File: src/rtl/intr_ctl.sv
// intr_ctl -- interrupt sequencer for a 6502-style core.
//
// Synchronises the NMI/IRQ pins, keeps the RESET/NMI pending flags and
// steers the decoder through the shared BRK/interrupt micro-sequence:
// forcing the BRK opcode, selecting the vector and the pushed B bit, and
// turning the stack pushes into reads for RESET.
//
// Optional feature macro: INTR_NMI_HIJACK_EN
//   Defined   : an NMI arriving during an IRQ/BRK sequence before the
//               vector-low cycle takes over that sequence (vector 0xFA).
//   Undefined : the sequence kind is fixed at entry; the NMI waits for the
//               next opcode fetch.
//
// Ports:
//   i_clk         system clock, rising edge
//   i_rst_n       asynchronous active-low reset
//   i_nmi_n       NMI pin (async, falling-edge sensitive)
//   i_irq_n       IRQ pin (async, level sensitive)
//   i_iflag       status I bit, 1 masks IRQ
//   i_sync        opcode-fetch cycle
//   i_ready       CPU READY, 0 stalls sequence state
//   i_brk_op      fetched opcode is 0x00 (valid with i_sync)
//   i_vec_cycle   decoder is on the vector-low address cycle
//   i_vec_done    final cycle of the BRK/interrupt sequence
//   o_force_brk   substitute opcode 0x00 and inhibit PC increment
//   o_kind        active sequence: 0 none, 1 IRQ/BRK, 2 NMI, 3 RESET
//   o_vec_lo      vector low address byte
//   o_bflag       B bit for the pushed status
//   o_wr_inhibit  stack pushes become reads (RESET only)
module intr_ctl (
  input  logic       i_clk,
  input  logic       i_rst_n,
  input  logic       i_nmi_n,
  input  logic       i_irq_n,
  input  logic       i_iflag,
  input  logic       i_sync,
  input  logic       i_ready,
  input  logic       i_brk_op,
  input  logic       i_vec_cycle,
  input  logic       i_vec_done,
  output logic       o_force_brk,
  output logic [1:0] o_kind,
  output logic [7:0] o_vec_lo,
  output logic       o_bflag,
  output logic       o_wr_inhibit
);

  typedef enum logic {ST_IDLE, ST_SEQ} state_t;
  typedef enum logic [1:0] {
    K_NONE = 2'd0,
    K_IRQ  = 2'd1,
    K_NMI  = 2'd2,
    K_RST  = 2'd3
  } kind_t;

  // Pin synchronisers; nmi_s3 holds the previous synchronised NMI level
  // for falling-edge detection.
  logic nmi_s1, nmi_s2, nmi_s3;
  logic irq_s1, irq_s2;
  logic nmi_edge;
  logic irq_req;
  logic hw_req;

  state_t state_q, state_d;
  kind_t  kind_q, kind_d;
  kind_t  entry_kind;
  kind_t  vec_kind;
  logic   hw_q, hw_d;
  logic   bflag_q, bflag_d;
  logic   rst_pend_q, rst_pend_d;
  logic   nmi_pend_q, nmi_pend_d;
  logic   nmi_rearm_q, nmi_rearm_d;

`ifdef INTR_NMI_HIJACK_EN
  logic   vec_seen_q, vec_seen_d;
`else
  logic   unused_vec_cycle;
  assign unused_vec_cycle = i_vec_cycle;
`endif

  always_ff @(posedge i_clk or negedge i_rst_n) begin
    if (!i_rst_n) begin
      nmi_s1 <= 1'b1;
      nmi_s2 <= 1'b1;
      nmi_s3 <= 1'b1;
      irq_s1 <= 1'b1;
      irq_s2 <= 1'b1;
    end else begin
      nmi_s1 <= i_nmi_n;
      nmi_s2 <= nmi_s1;
      nmi_s3 <= nmi_s2;
      irq_s1 <= i_irq_n;
      irq_s2 <= irq_s1;
    end
  end

  assign nmi_edge = nmi_s3 & ~nmi_s2;
  assign irq_req  = ~irq_s2 & ~i_iflag;
  assign hw_req   = rst_pend_q | nmi_pend_q | irq_req;

  // Kind that would be latched if an opcode fetch happened now.
  always_comb begin
    entry_kind = K_NONE;
    if (rst_pend_q)               entry_kind = K_RST;
    else if (nmi_pend_q)          entry_kind = K_NMI;
    else if (irq_req || i_brk_op) entry_kind = K_IRQ;
  end

  always_ff @(posedge i_clk or negedge i_rst_n) begin
    if (!i_rst_n) begin
      state_q     <= ST_IDLE;
      kind_q      <= K_NONE;
      hw_q        <= 1'b0;
      bflag_q     <= 1'b0;
      rst_pend_q  <= 1'b1;
      nmi_pend_q  <= 1'b0;
      nmi_rearm_q <= 1'b0;
`ifdef INTR_NMI_HIJACK_EN
      vec_seen_q  <= 1'b0;
`endif
    end else begin
      state_q     <= state_d;
      kind_q      <= kind_d;
      hw_q        <= hw_d;
      bflag_q     <= bflag_d;
      rst_pend_q  <= rst_pend_d;
      nmi_pend_q  <= nmi_pend_d;
      nmi_rearm_q <= nmi_rearm_d;
`ifdef INTR_NMI_HIJACK_EN
      vec_seen_q  <= vec_seen_d;
`endif
    end
  end

  always_comb begin
    state_d     = state_q;
    kind_d      = kind_q;
    hw_d        = hw_q;
    bflag_d     = bflag_q;
    rst_pend_d  = rst_pend_q;
    nmi_pend_d  = nmi_pend_q;
    nmi_rearm_d = nmi_rearm_q;
`ifdef INTR_NMI_HIJACK_EN
    vec_seen_d  = vec_seen_q;
`endif

    // Edge capture runs even while stalled. An edge during an NMI sequence
    // is parked in nmi_rearm so the end-of-sequence clear cannot swallow it.
    if (nmi_edge) begin
      if (state_q == ST_SEQ && kind_q == K_NMI) nmi_rearm_d = 1'b1;
      else                                      nmi_pend_d  = 1'b1;
    end

    if (i_ready) begin
      case (state_q)
        ST_IDLE: begin
          if (i_sync && entry_kind != K_NONE) begin
            state_d = ST_SEQ;
            kind_d  = entry_kind;
            hw_d    = hw_req;
            bflag_d = i_brk_op & ~hw_req;
`ifdef INTR_NMI_HIJACK_EN
            vec_seen_d = 1'b0;
`endif
          end
        end
        ST_SEQ: begin
`ifdef INTR_NMI_HIJACK_EN
          if (kind_q == K_IRQ && nmi_pend_q && !vec_seen_q && !i_vec_cycle)
            kind_d = K_NMI;
          if (i_vec_cycle) vec_seen_d = 1'b1;
`endif
          if (i_vec_done) begin
            state_d = ST_IDLE;
            kind_d  = K_NONE;
            hw_d    = 1'b0;
            bflag_d = 1'b0;
            if (kind_q == K_RST) rst_pend_d = 1'b0;
            if (kind_q == K_NMI) begin
              nmi_pend_d  = nmi_edge | nmi_rearm_q;
              nmi_rearm_d = 1'b0;
            end
          end
        end
        default: state_d = ST_IDLE;
      endcase
    end
  end

  assign vec_kind = (state_q == ST_SEQ) ? kind_q : entry_kind;

  always_comb begin
    case (vec_kind)
      K_NMI:   o_vec_lo = 8'hFA;
      K_RST:   o_vec_lo = 8'hFC;
      default: o_vec_lo = 8'hFE;
    endcase
  end

  assign o_force_brk  = (state_q == ST_SEQ) ? hw_q : (i_sync & hw_req);
  assign o_kind       = kind_q;
  assign o_bflag      = bflag_q;
  assign o_wr_inhibit = (state_q == ST_SEQ) && (kind_q == K_RST);

endmodule

File: config.mk
export PLATFORM = sky130hd
export DESIGN_NAME = intr_ctl
export DESIGN_NICKNAME = d
export VERILOG_FILES = /design/src/rtl/intr_ctl.sv
export SDC_FILE = /design/constraint.sdc
export NUM_CORES = 1
export LEC_CHECK = 0
export CORE_MARGIN = 5
export CORE_UTILIZATION = 38
export DETAILED_ROUTE_END_ITERATION = 8
export PLACE_DENSITY = 0.74
export SETUP_SLACK_MARGIN = 0.05
export SYNTH_ARGS = -nofsm -noshare
export SYNTH_HDL_FRONTEND = slang
export SYNTH_SLANG_ARGS = --single-unit
File: constraint.sdc
create_clock -name i_clk -period 1.12 [get_ports i_clk]
set_input_delay 0.112 -clock i_clk [delete_from_list [all_inputs] [get_ports i_clk]]
set_output_delay 0.112 -clock i_clk [all_outputs]
set_load 0.02 [all_outputs]
### After elaboration in Yosys (flattened, before gate mapping)

Index checks and enable logic that the tools add are counted.

* input port bits: 10
* word-level logic and storage cells: 66
* output and inout port bits: 13
* flip-flop bits (word level): 13

* bitwise gates (word level): 12
* equal/unequal tests: 6
* mux-type cells: 29
* reductions and logical operators: 7

Operator list (count)
* 1-bit two-way mux: 19
* 2-bit two-way mux: 5
* 2-bit == test, second input constant: 4
* 1-bit case mux with 2 select lines: 3
* 3-bit case mux with 2 select lines: 1
* 1-bit NOT: 5
* 1-bit AND: 4
* 2-bit inequality test, second input constant: 2
* 2-bit case mux with 2 select lines: 1
* 4-bit AND reduction: 1
* 1-bit logical AND: 3
* 1-bit OR: 3
* 3-bit AND reduction: 1
* 2-bit nonzero test: 1
* 1-bit logical OR: 1

### Depth between registers and ports, before layout

Gate-level depths: netlist (run 1).

* depth after elaboration: 10
* mapped depth: 4
* depth with buffers taken out: 3

### Worst setup path before layout (run 1)

Ideal clock, no wire load.

* path kind: register -> output
* start point: register rst_pend_q
* end point: output o_force_brk
* data required time: 1008 ps
* path slack: -245 ps
* arrival: 1253 ps
* cell stages (with the launch flop): 4
* buffers on the path: 0
* path through: dfstp_2 -> o21bai_1 -> o21ai_0 -> o21ai_0

* cells in the longest elaborated chain, start to end: 4

Ends and longest elaborated chain
* from (decl): line 70 `logic rst_pend_q, rst_pend_d;`
* from (signal assigned): line 126 `rst_pend_q <= rst_pend_d;`
* 1-bit OR (2 in series): line 99 `assign hw_req = rst_pend_q | nmi_pend_q | irq_req;`
* 1-bit AND: line 200 `assign o_force_brk = (state_q == ST_SEQ) ? hw_q : (i_sync & hw_req);`
* 1-bit two-way mux: line 200
* to (decl): line 41 `output logic o_force_brk,`

No other way between the ends.

### Worst setup path after layout (run 1)

Ends and elaborated chain as after synthesis.

==> results of run 1 <==
==> timing repair <==
| item | 4_1_cts | 5_1_grt |
|---|---|---|
| resized for setup | 54 | 4 |
| hold buffers | 0 | 0 |
| endpoints found under the setup margin | 14 | 15 |
| pin swaps | 9 | 7 |
| setup buffers | 3 | 0 |
==> metrics by stage <==
step                      total power [uW]  util, %
after floorplan                       1120        -
after global placement                1520     58.5
after detailed placement              1540     58.5
after CTS                             1940     64.9
after global routing                  2070     65.1
final                                 1940     65.1
==> final cells by class <==
| cell class | count | area [um2] | share of cell area, % |
|---|---|---|---|
| Sequential cell | 13 | 334 | 33.3 |
| Multi-Input combinational cell | 43 | 332 | 33.0 |
| Timing Repair Buffer | 29 | 280 | 27.9 |
| Clock buffer | 4 | 26.3 | 2.62 |
| Tap cell | 16 | 20.0 | 2.00 |
| Inverter | 3 | 11.3 | 1.12 |
==> kinds of logic (layout without fill, tap and decap cells) <==
logic type / Yosys count / in the layout / synth area share, %
other: 2 / 6 / 1.18
buffers and inverters: 11 / 36 / 11.4
AND/OR/NAND/NOR: 18 / 18 / 15.5
AO/OA/AOI/OAI: 17 / 17 / 16.7
multiplexers: 2 / 2 / 3.14
flip-flops: 13 / 13 / 52.2
==> final timing paths <==
path,to,slack [ps],cells past startpoint
setup / recovery,o_force_brk,-240,4
hold / removal,o_bflag$_DFFE_PN0P_,140,2
setup reg to reg,hw_q$_DFFE_PN0P_,-150,5
hold reg to reg,irq_s2$_DFF_PN1_,360,0
max in group asynchronous,nmi_s3$_DFF_PN1_,750,2
min in group i_clk,nmi_s1$_DFF_PN1_,250,1
==> worst reg2reg max path, stage by stage, from the launching register on <==
cell      delay (ps)
dfrtp_1          400
buf_6            140
and3b_2          260
buf_6            120
a21bo_1          160
a21boi_1         120
==> Yosys cell counts (all sizes together) <==
cell type and n:
buf 8, dfrtp 7, dfstp 6, o21ai 6, nand2 5, nor2 4, a21oi 3, inv 3
a31oi 2, and3 2, and3b 2, conb 2, mux2i 2, nand3 2, a21bo 1, a21boi 1
a21o 1, a32oi 1, nand3b 1, nand4bb 1, nor2b 1, o21bai 1, o31ai 1
==> layout by cell type, fill, tap and decap left out, types with 2 or more instances in the layout <==
| cell | n |
|---|---|
| buf_4 | 8 |
| nand3_1 | 2 |
| clkdlybuf4s50_1 | 8 |
| conb_1 | 6 |
| inv_1 | 3 |
| buf_6 | 12 |
| a21oi_1 | 2 |
| dfstp_2 | 6 |
| nand2_1 | 5 |
| o21ai_2 | 5 |
| nor2_1 | 3 |
| mux2i_1 | 2 |
| clkbuf_4 | 3 |
| dfrtp_1 | 6 |
==> where the power goes <==
group	internal [uW]	switching (uW)	leakage (uW)
logic	532	474	0.000293
registers	593	69.4	0.000143
clock network	137	136	0.0000150
total	1260	680	0.000451
==> per-layer routing <==
metal,GRT usage (%),wire length (um),vias up,share of wire (%)
met5,0,0,-,0
met4,6.81,35,0,2.4
met3,2.33,81,6,5.7
met2,22.3,716,16,50
met1,14.9,598,255,42
li1,-,-,271,-
==> summary.txt, run 1 <==
Global route
  – Number of global-route vias before repair: 649
  – Initial antenna violation count: 0
  – Pin count of the biggest net entering global routing: 14
  – First-pass GRT wire length: 2600 um
  – Gr usage total: 12.9%
  – Grt ovf: 0

Setup path
  – Buf+Inv Stages, Crit Path: 1
  – Most common cell type on the critical path: o21ai_2
  – CP peak stage delay: 540 ps
  – CP delay by family, top: flip-flops
  – Max FO, Critical Path: 3
  – Critical-path cell list: o21bai_4 > o21ai_2 > o21ai_2 > buf_6
  – Slowest CP cell: dfstp_2
  – Crit. End Element: output pin
  – CP startpoint kind: register
  – Worst setup startpoint: rst_pend_q$_DFFE_PN1P_
  – Worst R2R Start: state_q$_DFFE_PN0P_
  – Crit path DAT: 1250 ps
  – Worst Path Class, Setup: reg2out
  – Critical Path RT: 1010 ps

STA
  – Fin crit share: 121%
  – Setup TNS Final: -1050 ps
  – Fin crit period: 1360 ps
  – Fin worst setup slack: -240 ps
  – WHS: 136 ps
  – Post-Route Skew: 5.06 ps
  – RSZ-0062 raised after global routing: yes
  – Final Hold Fails: 0
  – Final Slew Violations: 0
  – # setup viols final: 10
  – Fmax: 735 MHz

Placement
  – Post-placement cell count: 103
  – PortBufs: 15
  – GPL Wtd Cong: 0.810
  – DP HPWL: 1090 um
  – Post-DP Area: 902 um2
  – Setup WS pre-CTS: -528 ps

Routing
  – Post-route ant nets: 0
  – Wirelength per Cell: 13.3 um
  – DR vias/cell: 5.07
  – WL final: 1430 um
  – DR pass1 iterations: 3
  – DRC Markers: 0
  – Initial DRC Count: 6
  – Via count: 548

Power and ir drop
  – Leakage: 0.000451 uW
  – Power Density: 1940 mW/mm2
  – Peak supply drop: 1050 uV

Clock network
  – Sink Count: 13
  – Reg clk slew, reported paths: 80 ps
  – Clk Latency, worst-skew pair: 260 ps
  – H-tree Lvls: 1
  – Clk Tree Root Cell: clkbuf_4
  – Clock buffer depth: 2
  – CTS tree: done
  – CTS buffer count: 3

Floorplanning
  – I/O pin count: 23
  – Die H: 51.0 um
  – Row count: 14
  – Initial Utilization: 41.4%
  – Core ar.: 0.00154 mm2
  – Die area: 0.00260 mm2
  – Chip Width: 51.0 um

Yosys
  – Synth Register Bits: 13
  – Ranking of synthesized cells by area: dfrtp_1, dfstp_2, buf_4, o21ai_0, mux2i_1
  – Synth Cell Area: 638 um2
  – Synthesized area per cell: 10.1 um2
  – Syn Inst Count: 63
  – Yosys cell types: 25
  – Register area share after synthesis: 52.2%
  – Warnings from Yosys: 0
  – Synth top area share: 27.5%
  – Synth area leader: dfrtp_1

Hold path
  – HP Class: in2async

Finish
  – Fraction of layout cells with a size suffix above 1: 48.9%
  – ANT cells: 0
  – Fin nets: 103
  – Fin cells: 108
  – Number of flip-flops in the largest register: 2
  – Fillers: 137
  – Area Growth Syn to Fin: 57.3%
  – Post-route cell area: 0.00100 mm2

Status
  – Violated checks: negative setup slack
  – Run status: complete, but fails checks

Run
  – Max_cap viols: 0
Power figures use the tool's default switching activity.
==> inputs of run 2 (changes only) <==
--- a/config.mk
+++ b/config.mk
@@ -5,6 +5,7 @@
 export SDC_FILE = /design/constraint.sdc
 export NUM_CORES = 1
 export LEC_CHECK = 0
+export CORE_ASPECT_RATIO = 1.2
 export CORE_MARGIN = 5
 export CORE_UTILIZATION = 38
 export DETAILED_ROUTE_END_ITERATION = 8
@@ -13,3 +14,4 @@
 export SYNTH_ARGS = -nofsm -noshare
 export SYNTH_HDL_FRONTEND = slang
 export SYNTH_SLANG_ARGS = --single-unit
+export TNS_END_PERCENT = 50
==> run 2 against run 1 <==
  * The flow still finishes with violations (negative setup slack)
  * Fmax is 2.0% lower
  * Setup slack worse by 27 ps
  * Clock skew is 1.6 ps higher
  * Sequential cell count stayed put
  * Largest cell class unchanged
==> summary.txt, run 2 (synthesis results as in run 1) <==
Clock network
  – CTS Hold Bufs: 0 (unchanged)
  – H-tree Lvls: 1 (unchanged)
  – Clk Latency, worst-skew pair: 280 ps (was 260 ps)
  – Reg clk slew, reported paths: 80 ps (about the same)
  – CTS tree: done (unchanged)
  – CTS buffer count: 3 (unchanged)
  – Clk Tree Root Cell: clkbuf_4 (unchanged)
  – Clock buffer depth: 2 (unchanged)
  – Sink Count: 13 (unchanged)

STA
  – RSZ-0062 raised after global routing: yes (unchanged)
  – Final Slew Violations: 0 (unchanged)
  – # setup viols final: 11 (was 10)
  – Fmax: 721 MHz (was 735 MHz)
  – Final Hold Fails: 0 (unchanged)
  – Post-Route Skew: 6.67 ps (was 5.06 ps)
  – Fin crit share: 124% (was 121%)
  – WHS: 116 ps (was 136 ps)
  – Setup TNS Final: -1400 ps (was -1050 ps)
  – Fin crit period: 1390 ps (was 1360 ps)
  – Fin worst setup slack: -267 ps (was -240 ps)

Floorplanning
  – I/O pin count: 23 (unchanged)
  – Initial Utilization: 39.4% (was 41.4%)
  – Die area: 0.00260 mm2 (about the same)
  – Chip Width: 47.4 um (was 51.0 um)
  – Core ar.: 0.00162 mm2 (was 0.00154 mm2)
  – Row count: 16 (was 14)
  – Die H: 54.9 um (was 51.0 um)

Routing
  – DRC Markers: 0 (unchanged)
  – Via count: 562 (was 548)
  – DR vias/cell: 4.93 (was 5.07)
  – Initial DRC Count: 2 (was 6)
  – Wirelength per Cell: 13.2 um (was 13.3 um)
  – Post-route ant nets: 0 (unchanged)
  – WL final: 1500 um (was 1430 um)
  – DR pass1 iterations: 2 (was 3)

Run
  – Max_cap viols: 0 (unchanged)

Status
  – Run status: complete, but fails checks (unchanged)
  – Violated checks: negative setup slack (unchanged)

Global route
  – Gr usage total: 13.1% (was 12.9%)
  – Pin count of the biggest net entering global routing: 14 (unchanged)
  – Met1 Usage GRT: 14.9% (about the same)
  – First-pass GRT wire length: 2350 um (was 2600 um)
  – Initial antenna violation count: 0 (unchanged)
  – Met2 Use GR: 22.8% (was 22.3%)
  – Most Crowded Layer GR: met2 (unchanged)
  – Met3 usage: 4.21% (was 2.33%)
  – Number of global-route vias before repair: 550 (was 649)
  – Grt ovf: 0 (unchanged)

Setup path
  – Critical Path RT: 1010 ps (about the same)
  – Worst R2R Start: state_q$_DFFE_PN0P_ (unchanged)
  – Number of cells on the worst reg-to-reg path: 5 (unchanged)
  – CP startpoint kind: register (unchanged)
  – R2r endpoint: hw_q$_DFFE_PN0P_ (unchanged)
  – Max FO, Critical Path: 3 (unchanged)
  – R2R Setup Slk: -180 ps (was -150 ps)
  – Worst Path Class, Setup: reg2out (unchanged)
  – Worst setup startpoint: rst_pend_q$_DFFE_PN1P_ (unchanged)
  – Crit. End Element: output pin (unchanged)
  – Crit path DAT: 1280 ps (was 1250 ps)

Finish
  – Fin cells: 114 (was 108)
  – Fraction of layout cells with a size suffix above 1: 49.0% (was 48.9%)
  – Fillers: 135 (was 137)
  – Seq. cell area: 333 um2 (was 334 um2)
  – Area Growth Syn to Fin: 59.4% (was 57.3%)
  – ANT cells: 0 (unchanged)
  – Footprint of the multi-input gates: 314 um2 (was 332 um2)
  – Highest-count cells in the layout ignoring fill and taps: buf_6, buf_4, clkdlybuf4s50_1 (was buf_6, clkdlybuf4s50_1, buf_4)
  – Fin nets: 107 (was 103)
  – Number of flip-flops in the largest register: 2 (unchanged)

Placement
  – Post-placement cell count: 106 (was 103)
  – Setup WS pre-CTS: -540 ps (was -528 ps)
  – GPL Wtd Cong: 0.854 (was 0.810)
  – PortBufs: 15 (unchanged)
  – DP HPWL: 1130 um (was 1090 um)

Power and ir drop
  – Power Density: 1940 mW/mm2 (about the same)
  – Cell internal pwr: 1280 uW (was 1260 uW)
  – Sequential share of power: 33.7% (was 34.1%)
  – Total power draw: 1970 uW (was 1940 uW)
  – Clk pwr share: 15.2% (was 14.1%)
  – Switching part of the total: 34.9% (was 35.0%)
  – Net Sw Power: 688 uW (was 680 uW)
  – Peak supply drop: 1290 uV (was 1050 uV)
  – Leakage: 0.000469 uW (was 0.000451 uW)
  – Share of total power in combinational logic: 51.1% (was 51.8%)

Hold path
  – HP Class: in2async (unchanged)
-- run 2: worst max-delay path, stage by stage, from the launching register on --
cell and delay (ps):
dfstp_2 550, o21bai_4 130, o21ai_2 70, o21ai_2 130, buf_6 130
-- run 2: how the worst max path moves through the flow --
stage                   to  slack, ps
3_3_place_gp   o_force_brk       -540
6_report       o_force_brk       -270
4_1_cts        o_force_brk       -270
2_1_floorplan  o_force_brk          9
5_1_grt        o_force_brk       -310
3_5_place_dp   o_force_brk       -540
-- run 2: final cells by class --
type | count | share of cell area (%)
Tap cell | 18 | 2.21
Timing Repair Buffer | 33 | 30.5
Multi-Input combinational cell | 43 | 30.9
Sequential cell | 13 | 32.7
Inverter | 3 | 1.11
Clock buffer | 4 | 2.58
-- run 2: power groups by stage --
stage | sequential, uW | clock (uW) | combinational (uW)
after floorplan | 715 | 0 | 405
after global placement | 659 | 0 | 854
after detailed placement | 671 | 0 | 864
after CTS | 664 | 294 | 944
after global routing | 678 | 319 | 1070
final | 665 | 299 | 1010
-- run 2: timing repair --
action | 4_1_cts | 5_1_grt
pin swaps | 7 | 7
setup buffers | 1 | 3
endpoints found under the setup margin | 14 | 13
resized for setup | 47 | 9
gates cloned | 0 | 0
-- run 2: metrics by stage --
step	util (%)	area, um2
6_report	62.7	1020
5_1_grt	62.7	1020
4_1_cts	60.0	972
3_5_place_dp	56.2	911
3_3_place_gp	56.2	911
2_1_floorplan	-	694
-- run 2: metal layers --
layer / vias to the layer above / part of all wire (%)
met5: - / 0
met4: 0 / 0.80
met3: 2 / 6.7
met2: 19 / 54
met1: 267 / 38
li1: 274 / -
==> inputs of run 3 (changes only) <==
--- a/config.mk
+++ b/config.mk
@@ -5,11 +5,11 @@
 export SDC_FILE = /design/constraint.sdc
 export NUM_CORES = 1
 export LEC_CHECK = 0
-export CORE_ASPECT_RATIO = 1.2
-export CORE_MARGIN = 5
-export CORE_UTILIZATION = 38
+export CORE_AREA = 5 5 42 44
 export DETAILED_ROUTE_END_ITERATION = 8
-export PLACE_DENSITY = 0.74
+export DIE_AREA = 0 0 47 49
+export DONT_BUFFER_PORTS = 1
+export PLACE_DENSITY = 0.67
 export SETUP_SLACK_MARGIN = 0.05
 export SYNTH_ARGS = -nofsm -noshare
 export SYNTH_HDL_FRONTEND = slang
==> run 3 against run 2 <==
  * The flow still finishes with violations (negative setup slack)
  * Clock skew up 3.9 ps
  * Global-route usage down 0.40 points
  * Die area down 12%
  * Hold slack worse by 100 ps
  * Register-to-register slack better by 160 ps
  * Clock-buffer cell count unchanged
  * Sequential share of layout area up 6.6 points
  * Combinational power down 31%
  * Fmax down 0.27%
  * Highest routed layer unchanged
==> summary.txt, run 3 (synthesis results as in run 1) <==
Global route
  – Pin count of the biggest net entering global routing: 14 (unchanged)
  – Gr usage total: 12.7% (was 13.1%)
  – Number of global-route vias before repair: 479 (was 550)
  – First-pass GRT wire length: 2150 um (was 2350 um)
  – Grt ovf: 0 (unchanged)
  – Initial antenna violation count: 0 (unchanged)

Finish
  – Area Growth Syn to Fin: 32.7% (was 59.4%)
  – Number of flip-flops in the largest register: 2 (unchanged)
  – ANT cells: 0 (unchanged)
  – Fraction of layout cells with a size suffix above 1: 39.2% (was 49.0%)
  – Most common cell after layout, fill and taps aside: buf_4
  – Highest-count cells in the layout ignoring fill and taps: buf_4, dfrtp_1, conb_1, dlygate4sd3_1, dfstp_2 (was buf_6, buf_4, clkdlybuf4s50_1)
  – Fillers: 128 (was 135)
  – Fin nets: 90 (was 107)

Setup path
  – R2r endpoint: nmi_pend_q$_DFF_PN0_ (was hw_q$_DFFE_PN0P_)
  – Critical-path cell list: o21bai_4 > o21ai_2 > o21ai_4 (was o21bai_4 > o21ai_2 > o21ai_2 > buf_6)
  – Number of cells on the worst reg-to-reg path: 5 (unchanged)
  – CP peak stage delay: 560 ps (was 550 ps)
  – Critical Path Stages: 3 (was 4)
  – CP delay by family, top: flip-flops (unchanged)
  – CP startpoint kind: register (unchanged)
  – Buf+Inv Stages, Crit Path: 0 (was 1)
  – Worst R2R Start: state_q$_DFFE_PN0P_ (unchanged)
  – Worst Path Class, Setup: reg2out (unchanged)
  – Crit. End Element: output pin (unchanged)
  – R2R Setup Slk: -20 ps (was -180 ps)
  – Crit path DAT: 1280 ps (about the same)
  – Slowest CP cell: dfstp_2 (unchanged)
  – Worst Setup EP: o_force_brk (unchanged)
  – Critical Path RT: 1010 ps (about the same)
  – Max FO, Critical Path: 5 (was 3)
  – Worst setup startpoint: rst_pend_q$_DFFE_PN1P_ (unchanged)

Power and ir drop
  – Peak supply drop: 838 uV (was 1290 uV)
  – Total power draw: 1660 uW (was 1970 uW)
  – Power Density: 1960 mW/mm2 (was 1940 mW/mm2)
  – Leakage: 0.000380 uW (was 0.000469 uW)

Floorplanning
  – Chip Width: 47 um (was 47.4 um)
  – Row count: 14 (was 16)
  – Die area: 0.00230 mm2 (was 0.00260 mm2)
  – Initial Utilization: 45.5% (was 39.4%)
  – Core ar.: 0.00140 mm2 (was 0.00162 mm2)
  – I/O pin count: 23 (unchanged)
  – Die H: 49 um (was 54.9 um)

Status
  – Violated checks: negative setup slack (unchanged)
  – Run status: complete, but fails checks (unchanged)

STA
  – Fin crit period: 1390 ps (about the same)
  – Final Hold Fails: 0 (unchanged)
  – Final Slew Violations: 0 (unchanged)
  – Fin worst setup slack: -271 ps (was -267 ps)
  – Fin crit share: 124% (about the same)
  – Slew margin rel.: 62.4%
  – # setup viols final: 6 (was 11)
  – Slew at the pin closest to its max-slew limit: 563 ps
  – Fmax: 719 MHz (was 721 MHz)
  – WHS: 11.4 ps (was 116 ps)
  – RSZ-0062 raised after global routing: yes (unchanged)
  – Post-Route Skew: 10.6 ps (was 6.67 ps)

Routing
  – DR pass1 iterations: 4 (was 2)
  – Wirelength per Cell: 13.2 um (about the same)
  – Post-route ant nets: 0 (unchanged)
  – Via count: 508 (was 562)
  – Initial DRC Count: 19 (was 2)
  – DRC Markers: 0 (unchanged)
  – WL final: 1250 um (was 1500 um)
  – DR vias/cell: 5.35 (was 4.93)

Run
  – Max_cap viols: 0 (unchanged)

Hold path
  – HP Class: in2reg (was in2async)

Clock network
  – H-tree Lvls: 1 (unchanged)
  – CTS tree: done (unchanged)
  – Sink Count: 13 (unchanged)
  – Clk Tree Root Cell: clkbuf_4 (unchanged)
  – Clock buffer depth: 2 (unchanged)
  – Clk Latency, worst-skew pair: 280 ps (about the same)
  – CTS buffer count: 3 (unchanged)
  – Reg clk slew, reported paths: 80 ps (about the same)

Placement
  – GPL Wtd Cong: 0.741 (was 0.854)
  – PortBufs: 0 (was 15)
  – DP HPWL: 941 um (was 1130 um)
[run 3: how the worst min path moves through the flow]
stage	from	endpoint	depth (start not counted)
CTS	i_brk_op	hw_q$_DFFE_PN0P_	2
global placement	i_rst_n	hw_q$_DFFE_PN0P_	0
finish	i_brk_op	hw_q$_DFFE_PN0P_	2
floorplan	i_rst_n	hw_q$_DFFE_PN0P_	0
detailed placement	i_rst_n	hw_q$_DFFE_PN0P_	0
global route	i_brk_op	hw_q$_DFFE_PN0P_	2
[run 3: area by class of cell]
class	instances	area [um2]	share of cell area [%]
sequential	13	333	39.3
inverter	3	11.3	1.33
tap	16	20.0	2.36
clock buffer	4	26.3	3.10
timing repair buffer	16	143	16.8
multi-input combinational	43	314	37.1
[run 3: per-stage QoR]
step	area (um2)	cells	utilization, %	TNS (ps)	worst slack [ps]
final	847	95	60.4	-741	-271
after global routing	847	95	60.4	-1350	-330
after global placement	713	83	50.9	-6.86	-6.43
after floorplan	694	67	-	0	8.86
after detailed placement	713	83	50.9	-18.0	-15.1
after CTS	838	95	59.8	-781	-280
[run 3: per-layer routing]
layer | wire [um] | global-route usage, %
met1 | 538 | 18.1
met4 | 16 | 4.15
met2 | 600 | 17.9
met5 | 0 | 0
met3 | 97 | 4.06
[run 3: worst reg2reg max path: stages (launching register included)]
cell,delay (ps)
dfrtp_1,360
buf_6,110
buf_4,160
nand3b_1,120
nor2_2,130
mux2i_1,190
[run 3: power by group]
part	switching [uW]	internal (uW)
logic	360	333
clock network	149	138
registers	86.8	590
[run 3: repair_timing]
action | CTS | global route
buffers inserted | 2 | 0
resized for setup | 8 | 3
hold buffers | 6 | 0
hold endpoints to repair | 17 | 0
endpoints found under the setup margin | 8 | 11
pin swaps | 4 | 0
